**src/rtl/fifo_bank_filler_pkg.sv**
```systemverilog
//============================================================================
// fifo_fill_pkg : shared types and helpers for the FIFO bank filler
// Revision 1.0
//============================================================================
`default_nettype none

package fifo_fill_pkg;

  localparam int BYTE_W = 8;

  typedef enum logic [2:0] {
    S_IDLE      = 3'd0,
    S_SEEK      = 3'd1,
    S_REQ       = 3'd2,
    S_WAIT_DATA = 3'd3,
    S_DRAIN     = 3'd4,
    S_FIN       = 3'd5
  } fill_state_t;

  function automatic int bytes_per_word(input int data_w);
    return data_w / BYTE_W;
  endfunction

endpackage

`default_nettype wire

```
**src/rtl/fifo_bank_filler_if.sv**
```systemverilog
//============================================================================
// fifo_bank_filler_if : Avalon-MM-style read bus between filler and memory
// Revision 1.0
//============================================================================
`default_nettype none

interface fifo_bank_filler_if #(
  parameter int ADDR_W = 32,
  parameter int DATA_W = 64
);
  logic              mem_read;
  logic [ADDR_W-1:0] mem_address;
  logic              mem_waitrequest;
  logic [DATA_W-1:0] mem_readdata;
  logic              mem_readdatavalid;

  modport master (
    output mem_read,
    output mem_address,
    input  mem_waitrequest,
    input  mem_readdata,
    input  mem_readdatavalid
  );

  modport slave (
    input  mem_read,
    input  mem_address,
    output mem_waitrequest,
    output mem_readdata,
    output mem_readdatavalid
  );
endinterface

`default_nettype wire

```
**src/rtl/fifo_bank_filler_serializer.sv**
```systemverilog
//============================================================================
// word_serializer : holds one memory word and emits it a byte at a time
// Revision 1.0
//============================================================================
`default_nettype none

module word_serializer
  import fifo_fill_pkg::*;
#(
  parameter int DATA_W    = 64,
  parameter bit MSB_FIRST = 1'b0
) (
  input  logic              clk,
  input  logic              rst_n,
  input  logic              load_i,
  input  logic [DATA_W-1:0] word_i,
  input  logic              advance_i,
  output logic [BYTE_W-1:0] byte_o,
  output logic              last_o
);

  localparam int NBYTES = bytes_per_word(DATA_W);
  localparam int CNT_W  = (NBYTES > 1) ? $clog2(NBYTES) : 1;

  logic [DATA_W-1:0] word_q, word_d;
  logic [CNT_W-1:0]  cnt_q, cnt_d;
  logic [DATA_W-1:0] w_shifted;

  // The outgoing byte always sits at the end the shift moves away from.
  if (MSB_FIRST) begin : g_msb_first
    assign byte_o    = word_q[DATA_W-1 -: BYTE_W];
    assign w_shifted = word_q << BYTE_W;
  end else begin : g_lsb_first
    assign byte_o    = word_q[BYTE_W-1:0];
    assign w_shifted = word_q >> BYTE_W;
  end

  assign last_o = (cnt_q == CNT_W'(NBYTES - 1));

  always_comb begin
    word_d = word_q;
    cnt_d  = cnt_q;
    if (load_i) begin
      word_d = word_i;
      cnt_d  = '0;
    end else if (advance_i) begin
      word_d = w_shifted;
      cnt_d  = cnt_q + CNT_W'(1);
    end
  end

  always_ff @(posedge clk) begin
    if (!rst_n) begin
      word_q <= '0;
      cnt_q  <= '0;
    end else begin
      word_q <= word_d;
      cnt_q  <= cnt_d;
    end
  end

endmodule

`default_nettype wire

```
**src/rtl/fifo_bank_filler.sv**
```systemverilog
//============================================================================
// fifo_bank_filler : fills every enabled byte FIFO from one memory word each
// Revision 1.0
//============================================================================
`default_nettype none

module fifo_bank_filler
  import fifo_fill_pkg::*;
#(
  parameter int NUM_CH      = 9,
  parameter int DATA_W      = 64,
  parameter int ADDR_W      = 32,
  parameter int ADDR_STRIDE = 1,
  parameter bit MSB_FIRST   = 1'b0
) (
  input  logic                clk,
  input  logic                rst_n,
  input  logic                start_i,
  input  logic [ADDR_W-1:0]   base_addr_i,
  input  logic [NUM_CH-1:0]   ch_mask_i,
  fifo_bank_filler_if.master  mem,
  input  logic [NUM_CH-1:0]   fifo_full_i,
  output logic [NUM_CH-1:0]   fifo_wren_o,
  output logic [BYTE_W-1:0]   fifo_data_o,
  output logic                busy_o,
  output logic                done_o
);

  // One extra code point so the index can step past the last channel.
  localparam int IDX_W = $clog2(NUM_CH + 1);

  fill_state_t       state_q, state_d;
  logic [NUM_CH-1:0] mask_q, mask_d;
  logic [ADDR_W-1:0] base_q, base_d;
  logic [ADDR_W-1:0] addr_q, addr_d;
  logic [IDX_W-1:0]  idx_q, idx_d;
  logic              read_q, read_d;

  logic              w_found;
  logic [IDX_W-1:0]  w_sel;
  logic              w_load;
  logic              w_wr;
  logic              w_last;
  logic [BYTE_W-1:0] w_byte;

  // Descending scan so the lowest qualifying channel is the one that sticks.
  always_comb begin
    w_found = 1'b0;
    w_sel   = '0;
    for (int c = NUM_CH - 1; c >= 0; c--) begin
      if (mask_q[c] && (IDX_W'(c) >= idx_q)) begin
        w_found = 1'b1;
        w_sel   = IDX_W'(c);
      end
    end
  end

  always_comb begin
    fifo_wren_o = '0;
    for (int c = 0; c < NUM_CH; c++) begin
      fifo_wren_o[c] = (state_q == S_DRAIN) && (idx_q == IDX_W'(c)) && !fifo_full_i[c];
    end
  end

  assign w_wr = |fifo_wren_o;

  always_comb begin
    state_d = state_q;
    mask_d  = mask_q;
    base_d  = base_q;
    addr_d  = addr_q;
    idx_d   = idx_q;
    read_d  = read_q;
    w_load  = 1'b0;
    case (state_q)
      S_IDLE: begin
        if (start_i) begin
          mask_d  = ch_mask_i;
          base_d  = base_addr_i;
          idx_d   = '0;
          state_d = S_SEEK;
        end
      end
      S_SEEK: begin
        if (w_found) begin
          idx_d   = w_sel;
          addr_d  = base_q + ADDR_W'(w_sel) * ADDR_W'(ADDR_STRIDE);
          read_d  = 1'b1;
          state_d = S_REQ;
        end else begin
          state_d = S_FIN;
        end
      end
      S_REQ: begin
        if (!mem.mem_waitrequest) begin
          read_d  = 1'b0;
          state_d = S_WAIT_DATA;
        end
      end
      S_WAIT_DATA: begin
        if (mem.mem_readdatavalid) begin
          w_load  = 1'b1;
          state_d = S_DRAIN;
        end
      end
      S_DRAIN: begin
        if (w_wr && w_last) begin
          idx_d   = idx_q + IDX_W'(1);
          state_d = S_SEEK;
        end
      end
      S_FIN:   state_d = S_IDLE;
      default: state_d = S_IDLE;
    endcase
  end

  always_ff @(posedge clk) begin
    if (!rst_n) begin
      state_q <= S_IDLE;
      mask_q  <= '0;
      base_q  <= '0;
      addr_q  <= '0;
      idx_q   <= '0;
      read_q  <= 1'b0;
    end else begin
      state_q <= state_d;
      mask_q  <= mask_d;
      base_q  <= base_d;
      addr_q  <= addr_d;
      idx_q   <= idx_d;
      read_q  <= read_d;
    end
  end

  word_serializer #(
    .DATA_W    (DATA_W),
    .MSB_FIRST (MSB_FIRST)
  ) u_serializer (
    .clk       (clk),
    .rst_n     (rst_n),
    .load_i    (w_load),
    .word_i    (mem.mem_readdata),
    .advance_i (w_wr),
    .byte_o    (w_byte),
    .last_o    (w_last)
  );

  assign mem.mem_read    = read_q;
  assign mem.mem_address = addr_q;
  assign fifo_data_o     = w_byte;
  assign busy_o          = (state_q != S_IDLE) && (state_q != S_FIN);
  assign done_o          = (state_q == S_FIN);

endmodule

`default_nettype wire

```
**src/flat_wrapper.sv**
```systemverilog
// flat-port wrapper written by rule: the top's interface ports become plain ports
module fifo_bank_filler_flat import fifo_fill_pkg::*;
#(
  parameter int NUM_CH      = 9,
  parameter int DATA_W      = 64,
  parameter int ADDR_W      = 32,
  parameter int ADDR_STRIDE = 1,
  parameter bit MSB_FIRST   = 1'b0
)
  (clk, rst_n, start_i, base_addr_i, ch_mask_i, fifo_full_i, fifo_wren_o, fifo_data_o, busy_o, done_o, mem_mem_read, mem_mem_address, mem_mem_waitrequest, mem_mem_readdata, mem_mem_readdatavalid);
  fifo_bank_filler_if #(.ADDR_W(ADDR_W), .DATA_W(DATA_W)) mem_i ();
  input  logic clk;
  input  logic rst_n;
  input  logic start_i;
  input  logic [ADDR_W-1:0] base_addr_i;
  input  logic [NUM_CH-1:0] ch_mask_i;
  input  logic [NUM_CH-1:0] fifo_full_i;
  output logic [NUM_CH-1:0] fifo_wren_o;
  output logic [BYTE_W-1:0] fifo_data_o;
  output logic busy_o;
  output logic done_o;
  output wire logic [$bits(mem_i.mem_read)-1:0] mem_mem_read;
  output wire logic [$bits(mem_i.mem_address)-1:0] mem_mem_address;
  input wire logic [$bits(mem_i.mem_waitrequest)-1:0] mem_mem_waitrequest;
  input wire logic [$bits(mem_i.mem_readdata)-1:0] mem_mem_readdata;
  input wire logic [$bits(mem_i.mem_readdatavalid)-1:0] mem_mem_readdatavalid;
  assign mem_mem_read = mem_i.mem_read;
  assign mem_mem_address = mem_i.mem_address;
  assign mem_i.mem_waitrequest = mem_mem_waitrequest;
  assign mem_i.mem_readdata = mem_mem_readdata;
  assign mem_i.mem_readdatavalid = mem_mem_readdatavalid;
  fifo_bank_filler #(.NUM_CH(NUM_CH), .DATA_W(DATA_W), .ADDR_W(ADDR_W), .ADDR_STRIDE(ADDR_STRIDE), .MSB_FIRST(MSB_FIRST)) u_core (.clk(clk), .rst_n(rst_n), .start_i(start_i), .base_addr_i(base_addr_i), .ch_mask_i(ch_mask_i), .mem(mem_i), .fifo_full_i(fifo_full_i), .fifo_wren_o(fifo_wren_o), .fifo_data_o(fifo_data_o), .busy_o(busy_o), .done_o(done_o));
endmodule
```
**config.mk**
```make
export PLATFORM = sky130hd
export DESIGN_NAME = fifo_bank_filler_flat
export DESIGN_NICKNAME = d
export VERILOG_FILES = /design/src/rtl/fifo_bank_filler_pkg.sv /design/src/rtl/fifo_bank_filler_if.sv /design/src/rtl/fifo_bank_filler_serializer.sv /design/src/rtl/fifo_bank_filler.sv /design/src/flat_wrapper.sv
export SDC_FILE = /design/constraint.sdc
export NUM_CORES = 1
export LEC_CHECK = 0
export CAP_MARGIN = 10
export CORE_ASPECT_RATIO = 1.1
export CORE_UTILIZATION = 50
export CTS_BUF_LIST = sky130_fd_sc_hd__clkbuf_8 sky130_fd_sc_hd__clkbuf_16
export DETAILED_ROUTE_END_ITERATION = 10
export GPL_TIMING_DRIVEN = 0
export PLACE_DENSITY_LB_ADDON = 0.05
export SETUP_SLACK_MARGIN = 0.1
export SLEW_MARGIN = 15
export SYNTH_ARGS = -nofsm -noshare
export SYNTH_HDL_FRONTEND = slang
export SYNTH_SLANG_ARGS = --single-unit
```
**constraint.sdc**
```tcl
create_clock -name clk -period 3.7 [get_ports clk]
set_clock_uncertainty 0.15 [all_clocks]
set_input_delay 1.11 -clock clk [delete_from_list [all_inputs] [get_ports clk]]
set_output_delay 1.11 -clock clk [all_outputs]
set_load 0.03 [all_outputs]
```
==> results.py <==
metrics = {
    "power": {
        "power_frac_comb_pct": 41.5,
        "power_frac_seq_pct": 34.3,
        "cell_internal_pwr_w": 0.00420,
        "pwr-share-clk_pct": 24.2,
        "pleak_nw": 3.55,
        "power-per-cell-area_mw_per_mm2": 720,
        "peakVddDrop_uv": 503,
        "netSwitchingFraction_pct": 38.6,
        "total_power_w": 0.00685,
        "netSwitchingPower_w": 0.00265,
    },
    "critical_path": {
        "criticalPathCategory": "in -> out",
        "critical_path.slowest_cell": "dlygate4sd2_1",
        "critical_path.endpoint_type": "primary output",
        "cp_max_fo": 2,
        "reg2reg_depth": 16,
        "cell_by_cell_listing_of_the_critical_path": "clkdlybuf4s50_1, nor4b_1, dlygate4sd2_1",
        "cp.arrival_ps": 2290,
        "worst_setup_path_start_kind": "primary input",
        "path_buf_inv": 2,
        "critPathTopFamily": "buffers and inverters",
        "slowest_delay_ps": 440,
        "critical_path_depth": 3,
        "timing.critical_path.required_ps": 2440,
    },
    "layout": {
        "syn_to_final_growth_pct": 37.3,
        "layout.cell_area.non_filler_mm2": 0.00952,
        "stdcell_count": 1287,
        "layout.cells.most_common_list": "160 x clkdlybuf4s50_1, 146 x dfxtp_1, 122 x nand2_1",
        "nNetsFinal": 1219,
        "num-fill-cells": 1181,
        "final_core_utilization_pct": 71.2,
        "post_route_cells_drive_above_1_share_pct": 8.07,
        "layout.cells.most_common": "clkdlybuf4s50_1",
        "antenna_cells": 0,
    },
    "timing": {
        "period_share_pct": 96.0,
        "layout_min_cycle_time_ps": 3550,
        "tightestPinTransition_ps": 775,
        "timing.final.max_slew_violations": 0,
        "relSlewSlack_pct": 47.9,
        "timing.fmax_mhz": 281,
        "setup-violations-final": 0,
        "hold_viol": 0,
        "rsz0062_at_grt": "true",
    },
    "logic_synthesis": {
        "synthDominantCellAreaShare_pct": 42.7,
        "synth.ff_latch_count": 148,
        "synth_area_leader_cell": "dfxtp_1",
        "synth.distinct_cells": 54,
        "ys_warn_count": 0,
        "netlist_top_cells_area": "dfxtp_1 43%, nor3_1 8.4%, nand2_1 6.7%, a21oi_1 5.7%, o21ai_0 5.3%",
        "synth_area_per_cell_um2": 7.72,
        "flip_flop_cell_with_the_highest_count_after_synthesis": "dfxtp_1",
        "synth_sequential_area_ratio_pct": 42.7,
        "gate_count_after_technology_mapping": 898,
        "asyncSetResetFlopFracSynth_pct": 0,
        "syn_nets": 1027,
        "post_synth_instance_area_mm2": 0.00694,
        "synth_enable_flop_cells": 0,
    },
    "placed_design": {
        "placement.cell_area_mm2": 0.00886,
        "dpl.cell_count": 1251,
        "io_buffer_count": 169,
        "gp_routability_congestion": 0.894,
        "dp_hpwl_um": 14200,
    },
    "cts": {
        "clockBufferDepth": 2,
        "number_of_buffers_inserted_during_clock_tree_synthesis": 17,
        "cts_sinks": 148,
        "clock_tree.root_cell": "clkbuf_16",
        "tritoncts": "built",
        "cts.reportedPaths.clkPinSlew_ps": 60,
        "insertion_delay_ps": 420,
        "number_of_h_tree_levels": 4,
    },
    "global_route": {
        "grt_first_pass_wirelength_um": 31900,
        "gr-usage-met2_pct": 49.8,
        "largest_net_degree_at_the_start_of_global_routing": 17,
        "globalRoute.busiestLayer": "met2",
        "grt_pass1_vias": 6582,
        "initial_antenna_violation_count": 0,
        "grt.met3_usage_pct": 5.38,
        "grt_met1_usage_pct": 35.2,
        "grt_overflow": 0,
        "global_route.usage.total_pct": 28.3,
    },
    "routing": {
        "drt_first_pass_iters": 6,
        "post_route_drc_violation_count": 0,
        "finalWirelength_um": 19600,
        "wl_per_cell_um": 15.3,
        "antenna_left": 0,
        "avgViaCountPerCell": 5.36,
        "dr_total_vias": 6904,
        "initialDrtViolationCount": 555,
    },
    "floorplan": {
        "core_region_area_mm2": 0.0134,
        "chipHeight_um": 126,
        "total_number_of_placement_rows": 44,
        "floorplan.initialDensity_pct": 51.9,
        "area_of_the_die_mm2": 0.0143,
        "die_width_um": 114,
        "io_pins": 171,
    },
    "run": {
        "maxCapViolations": 0,
    },
    "min_path": {
        "worstHoldPathType": "reg -> reg",
        "min_path_cells": 2,
    },
    "status": {
        "outcome": "finished, final reports clean",
    },
}
power by group through the flow:
stage | Clock, W | Combinational (W) | Sequential, W
detailed placement | 0 | 0.00277 | 0.00236
global placement | 0 | 0.00274 | 0.00236
finish | 0.00166 | 0.00284 | 0.00235
global route | 0.00174 | 0.00311 | 0.00241
floorplan | 0 | 0.00155 | 0.00261
CTS | 0.00167 | 0.00282 | 0.00234
logic make-up after synthesis:
logic type	after synthesis	share of synthesized area [%]
and+or+nand+nor	417	27.5
AOI/OAI and AO/OA	194	16.0
DFF	148	42.7
buffers and inverters	87	6.39
xor gates and xnor gates	32	4.04
muxes	10	1.44
adders and majority gates	10	1.91
Yosys cell counts, types with 4 or more instances:
master,count
nand3_1,23
ha_1,9
o21ai_0,74
clkbuf_1,52
buf_6,11
or2_2,4
xor2_1,22
nor3_1,116
a211oi_1,16
nand2_1,123
xnor2_1,10
a21oi_1,79
nor2b_1,6
nand2b_1,10
and3_1,8
mux2i_1,10
or3_1,5
buf_4,8
nor2_1,95
nand4_1,12
inv_1,11
dfxtp_1,148
and2_1,5
registers in the layout, indices dropped and copies added (netlist names):
signal and flops:
u_core.state_q 3, u_core.base_q 32, u_core.mem.mem_read 1, u_core.u_serializer.cnt_q 3, u_core.mask_q 9, u_core.mem.mem_address 32, u_core.u_serializer.word_q 64, u_core.idx_q 4
worst paths after layout:
path / start / endpoint / slack, ps
setup / recovery: fifo_full_i[8] / fifo_wren_o[8] / 150
setup reg to reg: u_core.idx_q[0] / u_core.mem.mem_address[22] / 190
hold / removal: u_core.mask_q[1] / u_core.mask_q[1] / 310
hold reg to reg: u_core.mask_q[1] / u_core.mask_q[1] / 310
layout make-up:
cell class / count / area, um^2 / share of cell area [%]
Buffer: 75 / 404 / 4.24
Clock buffer: 17 / 425 / 4.47
Clock inverter: 15 / 143 / 1.50
Inverter: 12 / 45.0 / 0.473
Multi-Input combinational cell: 663 / 3600 / 37.8
Sequential cell: 148 / 2970 / 31.2
Tap cell: 184 / 230 / 2.42
Timing Repair Buffer: 173 / 1710 / 17.9
per-layer routing:
metal	wire length, um	part of all wire, %	vias up
li1	-	-	3481
met1	8500	43	3215
met4	190	0.97	0
met5	0	0	-
met2	9960	51	192
met3	997	5.1	16
worst min-delay path, cell delays in order, from the launching register on:
cell	delay, ps
dfxtp_1	310
nand2_1	60
a21oi_1	60
metrics by stage:
step / worst slack [ps] / TNS (ps) / hold WS, ps
floorplan: 260 / 0 / 285
global route: 50.1 / 0 / 341
global placement: -358 / -3000 / 293
finish: 147 / 0 / 314
detailed placement: -375 / -3370 / 303
CTS: 114 / 0 / 311
repair_timing:
action                     4_1_cts  5_1_grt
resized for setup               21       17
setup endpoints to repair       35       21
setup buffers                    3        1
hold buffers                     0        0
pin swaps                        2        6
(Power assumes the default switching activity.)
